<file path="config.mk">
export PLATFORM = sky130hd
export DESIGN_NAME = keypad_entry_ctrl
export DESIGN_NICKNAME = d
export VERILOG_FILES = /design/src/rtl/keypad_entry_ctrl.sv
export SDC_FILE = /design/constraint.sdc
export NUM_CORES = 1
export LEC_CHECK = 0
export CORE_ASPECT_RATIO = 0.6
export CORE_MARGIN = 2
export CORE_UTILIZATION = 50
export DETAILED_ROUTE_END_ITERATION = 7
export PLACE_DENSITY = 0.76
export SLEW_MARGIN = 40
export SYNTH_ARGS = -nofsm -noshare
export SYNTH_HDL_FRONTEND = slang
export SYNTH_SLANG_ARGS = --single-unit
</file>
<file path="constraint.sdc">
create_clock -name fin -period 6.8 [get_ports fin]
set_input_delay 0.68 -clock fin [delete_from_list [all_inputs] [get_ports fin]]
set_output_delay 0.68 -clock fin [all_outputs]
set_load 0.01 [all_outputs]
</file>
<file path="src/rtl/keypad_entry_ctrl.sv">
// rtl/keypad_entry_ctrl.sv - 3x4 keypad scanner, debouncer and 4-digit entry buffer
//
// Purpose: drives one keypad column at a time, assembles a three-column frame,
// debounces single-key presses and releases over DEB_N frames, and maintains a
// four-digit BCD entry buffer with clear ('*') and commit ('#').
//
// Ports:
//   fin        clock, all logic on its rising edge
//   rst        asynchronous active-low reset
//   touch_key  row returns [3]=1-2-3 [2]=4-5-6 [1]=7-8-9 [0]=*-0-#
//   scan_key   one-hot column drive 100=1-4-7-* 010=2-5-8-0 001=3-6-9-#
//   key_valid  one-cycle pulse per accepted key event
//   key_code   last accepted key: 0-9, 10='*', 11='#'
//   digits     four BCD digits, [3:0] newest
//   digit_cnt  digits entered, 0..4
//   enter      one-cycle commit pulse, one cycle after the '#' key_valid
//
// Optional feature: define KEY_REPEAT_EN to auto-repeat held digit keys.

module keypad_entry_ctrl #(
    parameter int SCAN_DIV  = 50000,
    parameter int DEB_N     = 3,
    parameter int REP_FIRST = 32,
    parameter int REP_RATE  = 8
) (
    input  logic        fin,
    input  logic        rst,
    input  logic [3:0]  touch_key,
    output logic [2:0]  scan_key,
    output logic        key_valid,
    output logic [3:0]  key_code,
    output logic [15:0] digits,
    output logic [2:0]  digit_cnt,
    output logic        enter
);

    localparam int DW = $clog2(SCAN_DIV);

    typedef enum logic [1:0] {
        ST_IDLE,
        ST_DEBOUNCE,
        ST_HELD,
        ST_RELEASE
    } state_t;

    logic [DW-1:0] div_cnt;
    logic          tick;
    logic [3:0]    a0;
    logic [3:0]    a1;
    logic [1:0]    frm_ph;
    logic          frame_done;
    logic [11:0]   keys;
    logic [3:0]    nkeys;
    logic [3:0]    fcode;
    logic          f_none;
    logic          f_single;
    state_t        state;
    logic [3:0]    cand;
    logic [3:0]    cnt;

`ifdef KEY_REPEAT_EN
    localparam int RW = $clog2(REP_FIRST + 1);
    logic [RW-1:0] rep_cnt;
`endif

    // keys bit index -> key code; [11:8]=col 100, [7:4]=col 010, [3:0]=col 001,
    // within a column the bit order follows touch_key
    function automatic logic [3:0] code_of(input logic [3:0] idx);
        case (idx)
            4'd11: code_of = 4'd1;
            4'd10: code_of = 4'd4;
            4'd9:  code_of = 4'd7;
            4'd8:  code_of = 4'd10;
            4'd7:  code_of = 4'd2;
            4'd6:  code_of = 4'd5;
            4'd5:  code_of = 4'd8;
            4'd4:  code_of = 4'd0;
            4'd3:  code_of = 4'd3;
            4'd2:  code_of = 4'd6;
            4'd1:  code_of = 4'd9;
            default: code_of = 4'd11;
        endcase
    endfunction

    assign tick = (div_cnt == DW'(SCAN_DIV - 1));

    // frm_ph tracks how many columns of the current frame are valid, so a frame
    // is only judged when it started at column 100 and saw all three columns
    always_ff @(posedge fin or negedge rst) begin
        if (!rst) begin
            div_cnt  <= '0;
            scan_key <= 3'b100;
            a0       <= '0;
            a1       <= '0;
            frm_ph   <= '0;
        end else begin
            div_cnt <= tick ? '0 : div_cnt + 1'b1;
            if (tick) begin
                case (scan_key)
                    3'b100: begin
                        a0       <= touch_key;
                        frm_ph   <= 2'd1;
                        scan_key <= 3'b010;
                    end
                    3'b010: begin
                        a1       <= touch_key;
                        frm_ph   <= (frm_ph == 2'd1) ? 2'd2 : 2'd0;
                        scan_key <= 3'b001;
                    end
                    default: begin
                        frm_ph   <= 2'd0;
                        scan_key <= 3'b100;
                    end
                endcase
            end
        end
    end

    // third column is taken live from touch_key on the completing tick
    assign frame_done = tick && (scan_key == 3'b001) && (frm_ph == 2'd2);
    assign keys       = {a0, a1, touch_key};

    always_comb begin
        nkeys = 4'd0;
        fcode = 4'd0;
        for (int i = 0; i < 12; i++) begin
            if (keys[i]) begin
                nkeys = nkeys + 4'd1;
                fcode = code_of(4'(i));
            end
        end
    end

    assign f_none   = (nkeys == 4'd0);
    assign f_single = (nkeys == 4'd1);

    always_ff @(posedge fin or negedge rst) begin
        if (!rst) begin
            state     <= ST_IDLE;
            cand      <= '0;
            cnt       <= '0;
            key_valid <= 1'b0;
            key_code  <= '0;
`ifdef KEY_REPEAT_EN
            rep_cnt   <= '0;
`endif
        end else begin
            key_valid <= 1'b0;
            if (frame_done) begin
                case (state)
                    ST_IDLE: begin
                        if (f_single) begin
                            cand <= fcode;
                            cnt  <= 4'd1;
                            if (DEB_N == 1) begin
                                key_valid <= 1'b1;
                                key_code  <= fcode;
                                state     <= ST_HELD;
`ifdef KEY_REPEAT_EN
                                rep_cnt   <= RW'(DEB_N);
`endif
                            end else begin
                                state <= ST_DEBOUNCE;
                            end
                        end
                    end
                    ST_DEBOUNCE: begin
                        if (f_single && fcode == cand) begin
                            if (cnt + 4'd1 == 4'(DEB_N)) begin
                                key_valid <= 1'b1;
                                key_code  <= cand;
                                state     <= ST_HELD;
`ifdef KEY_REPEAT_EN
                                // repeat timing counts frames from the start of the press
                                rep_cnt   <= RW'(DEB_N);
`endif
                            end else begin
                                cnt <= cnt + 4'd1;
                            end
                        end else begin
                            state <= ST_IDLE;
                        end
                    end
                    ST_HELD: begin
                        if (f_none) begin
                            cnt   <= 4'd1;
                            state <= (DEB_N == 1) ? ST_IDLE : ST_RELEASE;
`ifdef KEY_REPEAT_EN
                            rep_cnt <= '0;
`endif
                        end
`ifdef KEY_REPEAT_EN
                        else if (f_single && fcode == cand && cand <= 4'd9) begin
                            if (rep_cnt == RW'(REP_FIRST - 1)) begin
                                key_valid <= 1'b1;
                                key_code  <= cand;
                                rep_cnt   <= RW'(REP_FIRST - REP_RATE);
                            end else begin
                                rep_cnt <= rep_cnt + 1'b1;
                            end
                        end else begin
                            rep_cnt <= '0;
                        end
`endif
                    end
                    default: begin
                        if (f_none) begin
                            if (cnt + 4'd1 == 4'(DEB_N)) begin
                                state <= ST_IDLE;
                            end else begin
                                cnt <= cnt + 4'd1;
                            end
                        end else begin
                            state <= ST_HELD;
                        end
                    end
                endcase
            end
        end
    end

    // entry buffer acts on the registered key event, so '#' commits one cycle
    // after its key_valid and the buffer clears one cycle after that
    always_ff @(posedge fin or negedge rst) begin
        if (!rst) begin
            digits    <= '0;
            digit_cnt <= '0;
            enter     <= 1'b0;
        end else begin
            enter <= key_valid && (key_code == 4'd11);
            if (enter) begin
                digits    <= '0;
                digit_cnt <= '0;
            end else if (key_valid) begin
                if (key_code <= 4'd9) begin
                    if (digit_cnt != 3'd4) begin
                        digits    <= {digits[11:0], key_code};
                        digit_cnt <= digit_cnt + 3'd1;
                    end
                end else if (key_code == 4'd10) begin
                    digits    <= '0;
                    digit_cnt <= '0;
                end
            end
        end
    end

endmodule

</file>
## Yosys cells after proc, flatten, opt, wreduce, memory -nomap -nowiden

Cells that the tools add are included.

| word-level totals | value |
|---|---|
| bits in registers | 64 |
| bits of input ports | 6 |
| output and inout port bits | 28 |
| word-level logic and storage cells | 119 |

| cells by class | value |
|---|---|
| $add $sub $neg | 14 |
| $lt $le $gt $ge | 1 |
| equal/unequal tests | 20 |
| multiplexer cells | 55 |
| reductions and logical operators | 16 |

Operators with widths:

| operator | number |
|---|---|
| 4-bit 2-to-1 mux | 28 |
| 16-bit 2-to-1 mux | 6 |
| 4-bit by 1-bit adder with 4-bit output (second input constant) | 12 |
| 16-bit by 1-bit adder with 16-bit output (second input constant) | 1 |
| 16-bit equality test (second input constant) | 1 |
| 3-bit 2-to-1 mux | 5 |
| 2-bit 2-to-1 mux | 7 |
| 4-bit case mux with 3 select lines | 1 |
| 5-bit AND reduction | 2 |
| 4-bit equality test (second input constant) | 2 |
| 2-bit != test (second input constant) | 3 |
| 3-bit != test (second input constant) | 2 |
| 2-bit case mux with 3 select lines | 1 |
| 3-bit case mux with 2 select lines | 1 |
| 3-bit AND reduction | 2 |
| 3-bit nonzero test | 2 |
| 1-bit 2-to-1 mux | 5 |
| 5-bit by 1-bit != test with 1-bit output (second input constant) | 1 |
| 2-bit by 1-bit equality test with 1-bit output (second input constant) | 2 |
| 2-bit equality test (second input constant) | 2 |
| 4-bit by 1-bit equality test with 1-bit output (second input constant) | 1 |
| 4-bit by 2-bit equality test with 1-bit output (second input constant) | 1 |
| 4-bit equality test | 1 |
| 4-bit <= comparator (second input constant) | 1 |
| other kinds (12) | 16 |

## Depth between registers and ports, before layout

Gate-level depths: netlist of the first run.

| logic depth | value |
|---|---|
| word-level depth | 28 |
| mapped depth | 38 |

## Worst setup path after synthesis of the first run

No wires, ideal clock.

| path | value |
|---|---|
| kind | input to register |
| from | in touch_key[1] |
| to | reg cand[3] |
| data arrival time | 7.320 ns |
| required time | 6.672 ns |
| setup slack | -0.647 ns |
| stages on the path | 35 |
| path through | inv_1 ha_1 xor2_1 ha_1 nand2_1 o21ai_0 ha_1 mux2_2 ha_1 inv_1 a22o_1 nand2_1 ha_1 o21ai_0 inv_1 ha_1 nand2_1 o21ai_0 ha_1 nor2b_1 nor2_1 ha_1 nand2_1 o31ai_1 o211ai_2 inv_1 ha_1 nand2_1 xnor2_1 xnor3_4 nor3_1 a31oi_1 or4_4 a211oi_4 mux2_1 |

| on the way | value |
|---|---|
| longest elaborated chain between the ends | 23 |
| elaborated cells on any way between the ends | 34 |

RTL lines:

| what | RTL line | source |
|---|---|---|
| start: declaration | 28 | `input logic [3:0] touch_key,` |
| 4-bit 2-to-1 mux | 127 | `if (keys[i]) begin` |
| 4-bit by 1-bit adder with 4-bit output | 128 | `nkeys = nkeys + 4'd1;` |
| 4-bit 2-to-1 mux | 127 |  |
| 4-bit by 1-bit adder with 4-bit output | 128 |  |
| 4-bit 2-to-1 mux | 127 |  |
| 4-bit by 1-bit adder with 4-bit output | 128 |  |
| 4-bit 2-to-1 mux | 127 |  |
| 4-bit by 1-bit adder with 4-bit output | 128 |  |
| [... 7 more ...] | - |  |
| 4-bit by 1-bit adder with 4-bit output | 128 |  |
| 4-bit 2-to-1 mux | 127 |  |
| 4-bit by 1-bit adder with 4-bit output | 128 |  |
| 4-bit 2-to-1 mux | 127 |  |
| 4-bit by 1-bit adder with 4-bit output | 128 |  |
| 4-bit 2-to-1 mux | 127 |  |
| 4-bit by 1-bit equality test with 1-bit output | 135 | `assign f_single = (nkeys == 4'd1);` |
| 3-bit AND reduction (no source line) | - |  |
| end signal: assignment | 153 | `cand <= fcode;` |
| end: declaration | 58 | `logic [3:0] cand;` |

Parallel ways exist; a longest one is shown, timed or not.
A chain may end at the register's enable or synchronous reset.

## Final worst setup path of the first run

| path | value |
|---|---|
| from | in touch_key[0] |
| to | reg state[0] |

| on the way | value |
|---|---|
| longest elaborated chain between the ends | 27 |
| elaborated cells on any way between the ends | 47 |

RTL lines:

| what | RTL line | source |
|---|---|---|
| 1-bit 2-to-1 mux | 127 |  |
| 4-bit by 1-bit adder with 4-bit output | 128 |  |
| 4-bit 2-to-1 mux | 127 |  |
| 4-bit by 1-bit adder with 4-bit output | 128 |  |
| 4-bit 2-to-1 mux | 127 |  |
| 4-bit by 1-bit adder with 4-bit output | 128 |  |
| 4-bit 2-to-1 mux | 127 |  |
| 4-bit by 1-bit adder with 4-bit output | 128 |  |
| [... 11 more ...] | - |  |
| 4-bit by 1-bit adder with 4-bit output | 128 |  |
| 4-bit 2-to-1 mux | 127 |  |
| 4-bit by 1-bit adder with 4-bit output | 128 |  |
| 4-bit 2-to-1 mux | 127 |  |
| 4-bit by 1-bit equality test with 1-bit output | 135 |  |
| 1-bit logical AND | 168 | `if (f_single && fcode == cand) begin` |
| 3-bit != test (no source line) / 2-bit 2-to-1 mux (equally long branches) | - |  |
| 5-bit AND reduction (no source line) / 2-bit case mux with 3 select lines (equally long branches) | - |  |
| end signal: assignment | 187 | `state <= (DEB_N == 1) ? ST_IDLE : ST_RELEASE;` |
| end: declaration | 57 | `state_t state;` |

Parallel ways exist; a longest one is shown, timed or not.

==> results of run 1 <==
==> metrics by stage <==
| stage | power (W) | hold slack, ps | util (%) | setup TNS, ps |
|---|---|---|---|---|
| 2_1_floorplan | 0.000767 | 384 | - | -4660 |
| 4_1_cts | 0.00165 | 484 | 69.1 | -828 |
| 3_3_place_gp | 0.000943 | 472 | 61.4 | -15400 |
| 3_5_place_dp | 0.000963 | 476 | 61.5 | -18640 |
| 5_1_grt | 0.00186 | 473 | 70.9 | -6170 |
| 6_report | 0.00177 | 420 | 70.9 | -2420 |
==> layer usage <==
layer / wire (um) / global-route usage (%) / up-vias / share of wire (%)
li1: - / - / 1769 / -
met1: 5260 / 34.5 / 1875 / 47
met2: 5290 / 36.7 / 119 / 47
met3: 634 / 5.61 / 8 / 5.6
met4: 90 / 4.61 / 0 / 0.80
met5: 0 / 0 / - / 0
==> placed cells by master (no fill, tap or decap), types with 8 or more instances in the layout <==
cell and count:
a21oi_1 16, a22o_1 16, buf_4 68, clkbuf_16 9, clkdlybuf4s50_1 29, dfrtp_1 62
ha_1 12, ha_4 8, inv_1 21, mux2_4 9, nand2_1 32, nand3_1 12
nor2_1 27, nor3_1 11, o211ai_1 8, o21ai_0 14, xnor2_1 22, xor2_1 13
==> cell families (layout without fill, tap and decap cells) <==
family	count (synthesis)	after routing
AO/OA/AOI/OAI	97	97
XOR/XNOR	47	47
adder cells (fa/ha/maj)	21	21
buffers and inverters	44	149
flip-flops	63	63
multiplexers	17	17
AND/OR/NAND/NOR	149	149
==> final cells by class <==
cell class	count	area, um^2
inverter	27	116
clock buffer	9	225
sequential	63	1580
multi-input combinational	331	2920
timing repair buffer	106	916
clock inverter	7	103
fill	583	2460
tap	112	140
==> worst reg2reg max path: cells and delay by family (launching register included) <==
family / cells / cell delay, ps
multiplexers: 1 / 290
AO/OA/AOI/OAI: 8 / 1270
flip-flops: 1 / 600
XOR/XNOR: 5 / 1130
AND/OR/NAND/NOR: 7 / 670
buffers and inverters: 8 / 920
adder cells (fa/ha/maj): 5 / 1200
==> registers in the layout, summed over array words and instances (netlist names) <==
signal and count:
digits 16, div_cnt 16, a0 4, a1 4, cand 4, cnt 4, key_code 4, digit_cnt 3
scan_key 3, state 2, enter 1, frm_ph 1, key_valid 1
==> timing repair <==
item	4_1_cts	5_1_grt
hold buffers	0	0
resized for setup	51	19
pin swaps	27	23
buffers inserted	17	5
setup endpoints to repair	15	15
==> power by group <==
| group | internal [W] | switching [W] |
|---|---|---|
| registers | 0.000383 | 0.00000774 |
| clock network | 0.000325 | 0.000178 |
| logic | 0.000488 | 0.000388 |
==> worst max path at each step <==
stage / startpoint / to / depth (start not counted) / slack, ps
3_3_place_gp: touch_key[0] / state[0] / 38 / -1140
3_5_place_dp: touch_key[0] / state[0] / 38 / -1380
4_1_cts: touch_key[1] / cand[2] / 38 / -120
2_1_floorplan: touch_key[0] / state[0] / 37 / -480
5_1_grt: touch_key[1] / state[0] / 42 / -500
6_report: touch_key[0] / state[0] / 42 / -230
==> results.md, run 1 <==
* Ys async rst share at 100%
* Synth warnings at 0
* I/O Pins at 34
* Most frequent cell after synthesis: dfrtp_1
* Area of the die at 0.00944 mm^2
* Global-route wire length before repair at 18100 um
* Via count at 3771
* Synth unique cells at 79
* Status: finished with violations
* Post-synth top cells: 62 x dfrtp_1, 37 x nand2_1, 31 x nor2_1
* TritonCTS clock tree: done
* GRT Resource Usage Total at 23.9%
* Fin worst setup slack at -231 ps
* Pre-CTS setup slack at -1380 ps
* Crit. End Element: flop
* Area grow syn2layout at 38.5%
* R2R depth at 34
* Ant. Diodes at 0
* Synthesized area at 0.00433 mm^2
* Vias in the first global route at 3634
* Dpl cells at 617
* Post-Place Cell Area at 0.00520 mm^2
* Crit start category: input port
* H-Tree Depth at 3
* Detailed-route DRC error count at 0
* Post-synthesis mux area share at 4.77%
* RSZ-0062 raised after global routing: true
* Crit path DAT at 7240 ps
* Worst R2R Setup Slack at 600 ps
* Share of cells above drive strength 1 at 33.1%
* Max Slew Vio Count at 0
* CP max stage delay at 350 ps
* Top FF cell, synth: dfrtp_1
* Most Frequent Cell on Critical Path: ha_4
* Top cell type's share of synthesized area at 35.8%
* P per Cell Area at 295 mW/mm^2
* Average cell area after synthesis at 9.88 um^2
* Initial Util at 51.2%
* Die height at 76.1 um
* CP max FO at 4
* Worst path top cell family by delay: adder cells
* Largest area contributor in the netlist: dfrtp_1
* Fmax at 0.142 GHz
* Via/cell ratio at 5.76
* Largest net degree at the start of global routing at 64
* Clock slew at reported path FFs at 60 ps
* Critical Path RT at 7010 ps
* Final WL at 11300 um
* Register area share after synthesis at 36.5%
* Worst R2R End: state[0]
* Cells after synthesis at 438
* Deepest clock path buffer count at 2
* Clock Skew at 8.29 ps
* Final nets at 565
* Failing checks: negative setup slack
* Crit path kind: in -> reg
* CTS buffer count at 9
* Rows at 26
* Final non-filler cell total at 655
* Hpwl dp at 7350 um
* Worst Tran Pin Value at 726 ps
* Flops & latches, synth at 63
* Worst Path Buf+Inv at 10
* Buffers on Ports at 33
* Drt pass-1 iters at 5
* Grt ovf at 0
* Core ar. at 0.00846 mm^2
* Number of setup violations in the final report at 14
* Post-Synth Adder-Cell Area at 6.07%
* Chip Width at 124 um
* Crit-path slowest cell: xnor3_4
* Fin. Hold Viols at 0
* Post-Layout Inst Area at 0.00600 mm^2
* Number of DRC markers in iteration 0 at 407
* Placer Congestion at 0.854
* Synth top area cells: dfrtp_1 36%, ha_1 6.1%, xnor2_1 5.1%, a22o_1 3.2%, nand2_1 3.2%
* Tmin final at 7030 ps
* Number of enable flip-flop cells after synthesis at 0
* Synth Area in Simple Gates at 19.0%
* Routed Antenna Nets at 0
* Slew HR at 51.6%
* Peak supply drop at 0.185 mV
* Post-synthesis xor/xnor area fraction at 12.4%
* HP Class: in -> async
* Leakage power at 2.64 nW
* Root Driver: clkbuf_16
* WL/cell at 17.2 um
* CTS Sinks at 63
* Worst-skew pair later-pin latency at 330 ps
* Max_cap viols at 0
* Largest family of logic cells by synthesized area: simple AND/OR/NAND/NOR gates
* R2R Path Start: a1[0]
* Initial antenna violation count at 0
* Synth Area in Compound Gates at 16.5%
* Period utilization at 103%
* Syn nets at 465
(Power assumes the default switching activity.)
==> run 2, diff against run 1 <==
- CORE_MARGIN: 2 -> not set
==> results.md, run 2 (synthesized netlist as in run 1, its figures left out) <==
* Status: finished with violations
* Failing checks: negative setup slack
* Drt pass-1 iters at 5
* Critical Path RT at 7010 ps
* Dpl cells at 615
* Number of DRC markers in iteration 0 at 331
* Core ar. at 0.00813 mm^2
* Grt ovf at 0
* Root Driver: clkbuf_16
* Routed Antenna Nets at 0
* Worst R2R Setup Slack at 690 ps
* Detailed-route DRC error count at 0
* Clock slew at reported path FFs at 60 ps
* M2 GR Usage at 39.0%
* Fin. Hold Viols at 0
* Number of setup violations in the final report at 14
* H-Tree Depth at 3
* Crit path DAT at 7270 ps
* Global-route wire length before repair at 17100 um
* Max_cap viols at 0
* Initial antenna violation count at 0
* Crit. End Element: flop
* TritonCTS clock tree: done
* Share of cells above drive strength 1 at 31.4%
* Initial Util at 53.2%
* Placer Congestion at 0.891
* Buffers on Ports at 33
* I/O Pins at 34
* R2R depth at 31
* Area grow syn2layout at 35.3%
* Worst R2R End: key_code[2]
* CP max FO at 5
* Period utilization at 104%
* R2R Path Start: a1[0]
* Worst-skew pair later-pin latency at 320 ps
* RSZ-0062 raised after global routing: true
* Final non-filler cell total at 647
* Crit start category: input port
* CTS Sinks at 63
* Slew HR at 54.3%
* Crit path kind: in -> reg
* Die height at 74.1 um
* Most frequent cells in the layout: 63 x buf_4, 62 x dfrtp_1, 32 x nand2_1
* Met1 Usage GRT at 34.8%
* Ant. Diodes at 0
* Area of the die at 0.00904 mm^2
* Hpwl dp at 7250 um
* Vias in the first global route at 3464
* Rows at 25
* Fmax at 0.142 GHz
* Tmin final at 7060 ps
* Fin worst setup slack at -264 ps
* GRT Resource Usage Total at 24.5%
* Pre-CTS setup slack at -1490 ps
* Grt peak-use layer: met2
* HP Class: in -> async
* Area of the multi-input gates at 0.00285 mm^2
* Final Hold Slack at 427 ps
* Filler cells at 555
* Largest net degree at the start of global routing at 64
* P per Cell Area at 269 mW/mm^2
* CP max stage delay at 570 ps
* Worst Tran Pin Value at 684 ps
* Most Frequent Cell on Critical Path: ha_4
* Clock Skew at 6.93 ps
* WL/cell at 16.0 um
* CTS Hold Buffers Added at 0
* Via/cell ratio at 5.75
* Commonest non-fill, non-tap cell in the layout: buf_4
* Leakage power at 2.58 nW
* Crit-path slowest cell: or4_4
* Via count at 3721
* Core Util, Final at 72.0%
* Peak supply drop at 0.232 mV
* Largest regs: digits x16, div_cnt x16
* Tot Pwr at 0.00157 W
* CTS buffer count at 9
* Final nets at 561
* Deepest clock path buffer count at 2
* CP startpoint: touch_key[1]
* Sequential cell area at 0.00158 mm^2
* Final WL at 10400 um
* Max Slew Vio Count at 0
* Grt met3 use at 4.91%
* Chip Width at 122 um
## run 2: changes by cell type in the layout (fill, tap and decap cells not counted), moves of 2 or more
cell | before | now
nor2_1 | 27 | 29
o21ai_2 | 0 | 2
clkinvlp_4 | 1 | 3
nor2_2 | 4 | 2
bufinv_16 | 2 | 0
buf_4 | 68 | 63
inv_6 | 3 | 1
buf_6 | 4 | 6
a22oi_1 | 1 | 3
a22oi_2 | 2 | 0
## run 2: cell type report
cell class                      instances  area share (%)
Clock inverter                          6           0.769
Clock buffer                           10            4.08
Multi-Input combinational cell        331            48.7
Inverter                               27            2.03
Sequential cell                        63            26.9
Tap cell                              108            2.31
Timing Repair Buffer                  102            15.1
## run 2: worst max-delay path, delay by kind of cell
| family | cells | cell delay, ps |
|---|---|---|
| muxes | 2 | 580 |
| and+or+nand+nor | 11 | 1530 |
| xor gates and xnor gates | 3 | 720 |
| AOI/OAI and AO/OA | 8 | 1160 |
| buffers and inverters | 6 | 470 |
| adders and majority gates | 9 | 2110 |
## run 2: stage by stage
step | setup TNS [ps] | instance area, um^2
finish | -3200 | 5860
global route | -6270 | 5860
CTS | -1540 | 5760
detailed placement | -19500 | 5200
global placement | -15900 | 5190
floorplan | -4660 | 4460
## run 2: routing by layer
layer  share of wire, %  vias up
met2                 45      136
met4                1.0        0
met3                5.1       14
met5                  0        -
li1                   -     1781
met1                 49     1790
## run 2: worst max path at each step
stage | end | slack [ps] | depth (start not counted)
2_1_floorplan | state[0] | -480 | 37
3_3_place_gp | state[0] | -1140 | 38
3_5_place_dp | state[0] | -1490 | 38
4_1_cts | cand[1] | -160 | 38
5_1_grt | key_code[2] | -490 | 39
6_report | key_code[2] | -260 | 39
## run 2: timing repair
item,in CTS,in global routing
resized for setup,49,11
pin swaps,27,16
setup endpoints to repair,15,14
buffers inserted,13,5
## run 2: power by group
part | internal, W | switching [W]
Sequential | 0.000383 | 0.00000766
Combinational | 0.000405 | 0.000352
Clock | 0.000257 | 0.000169
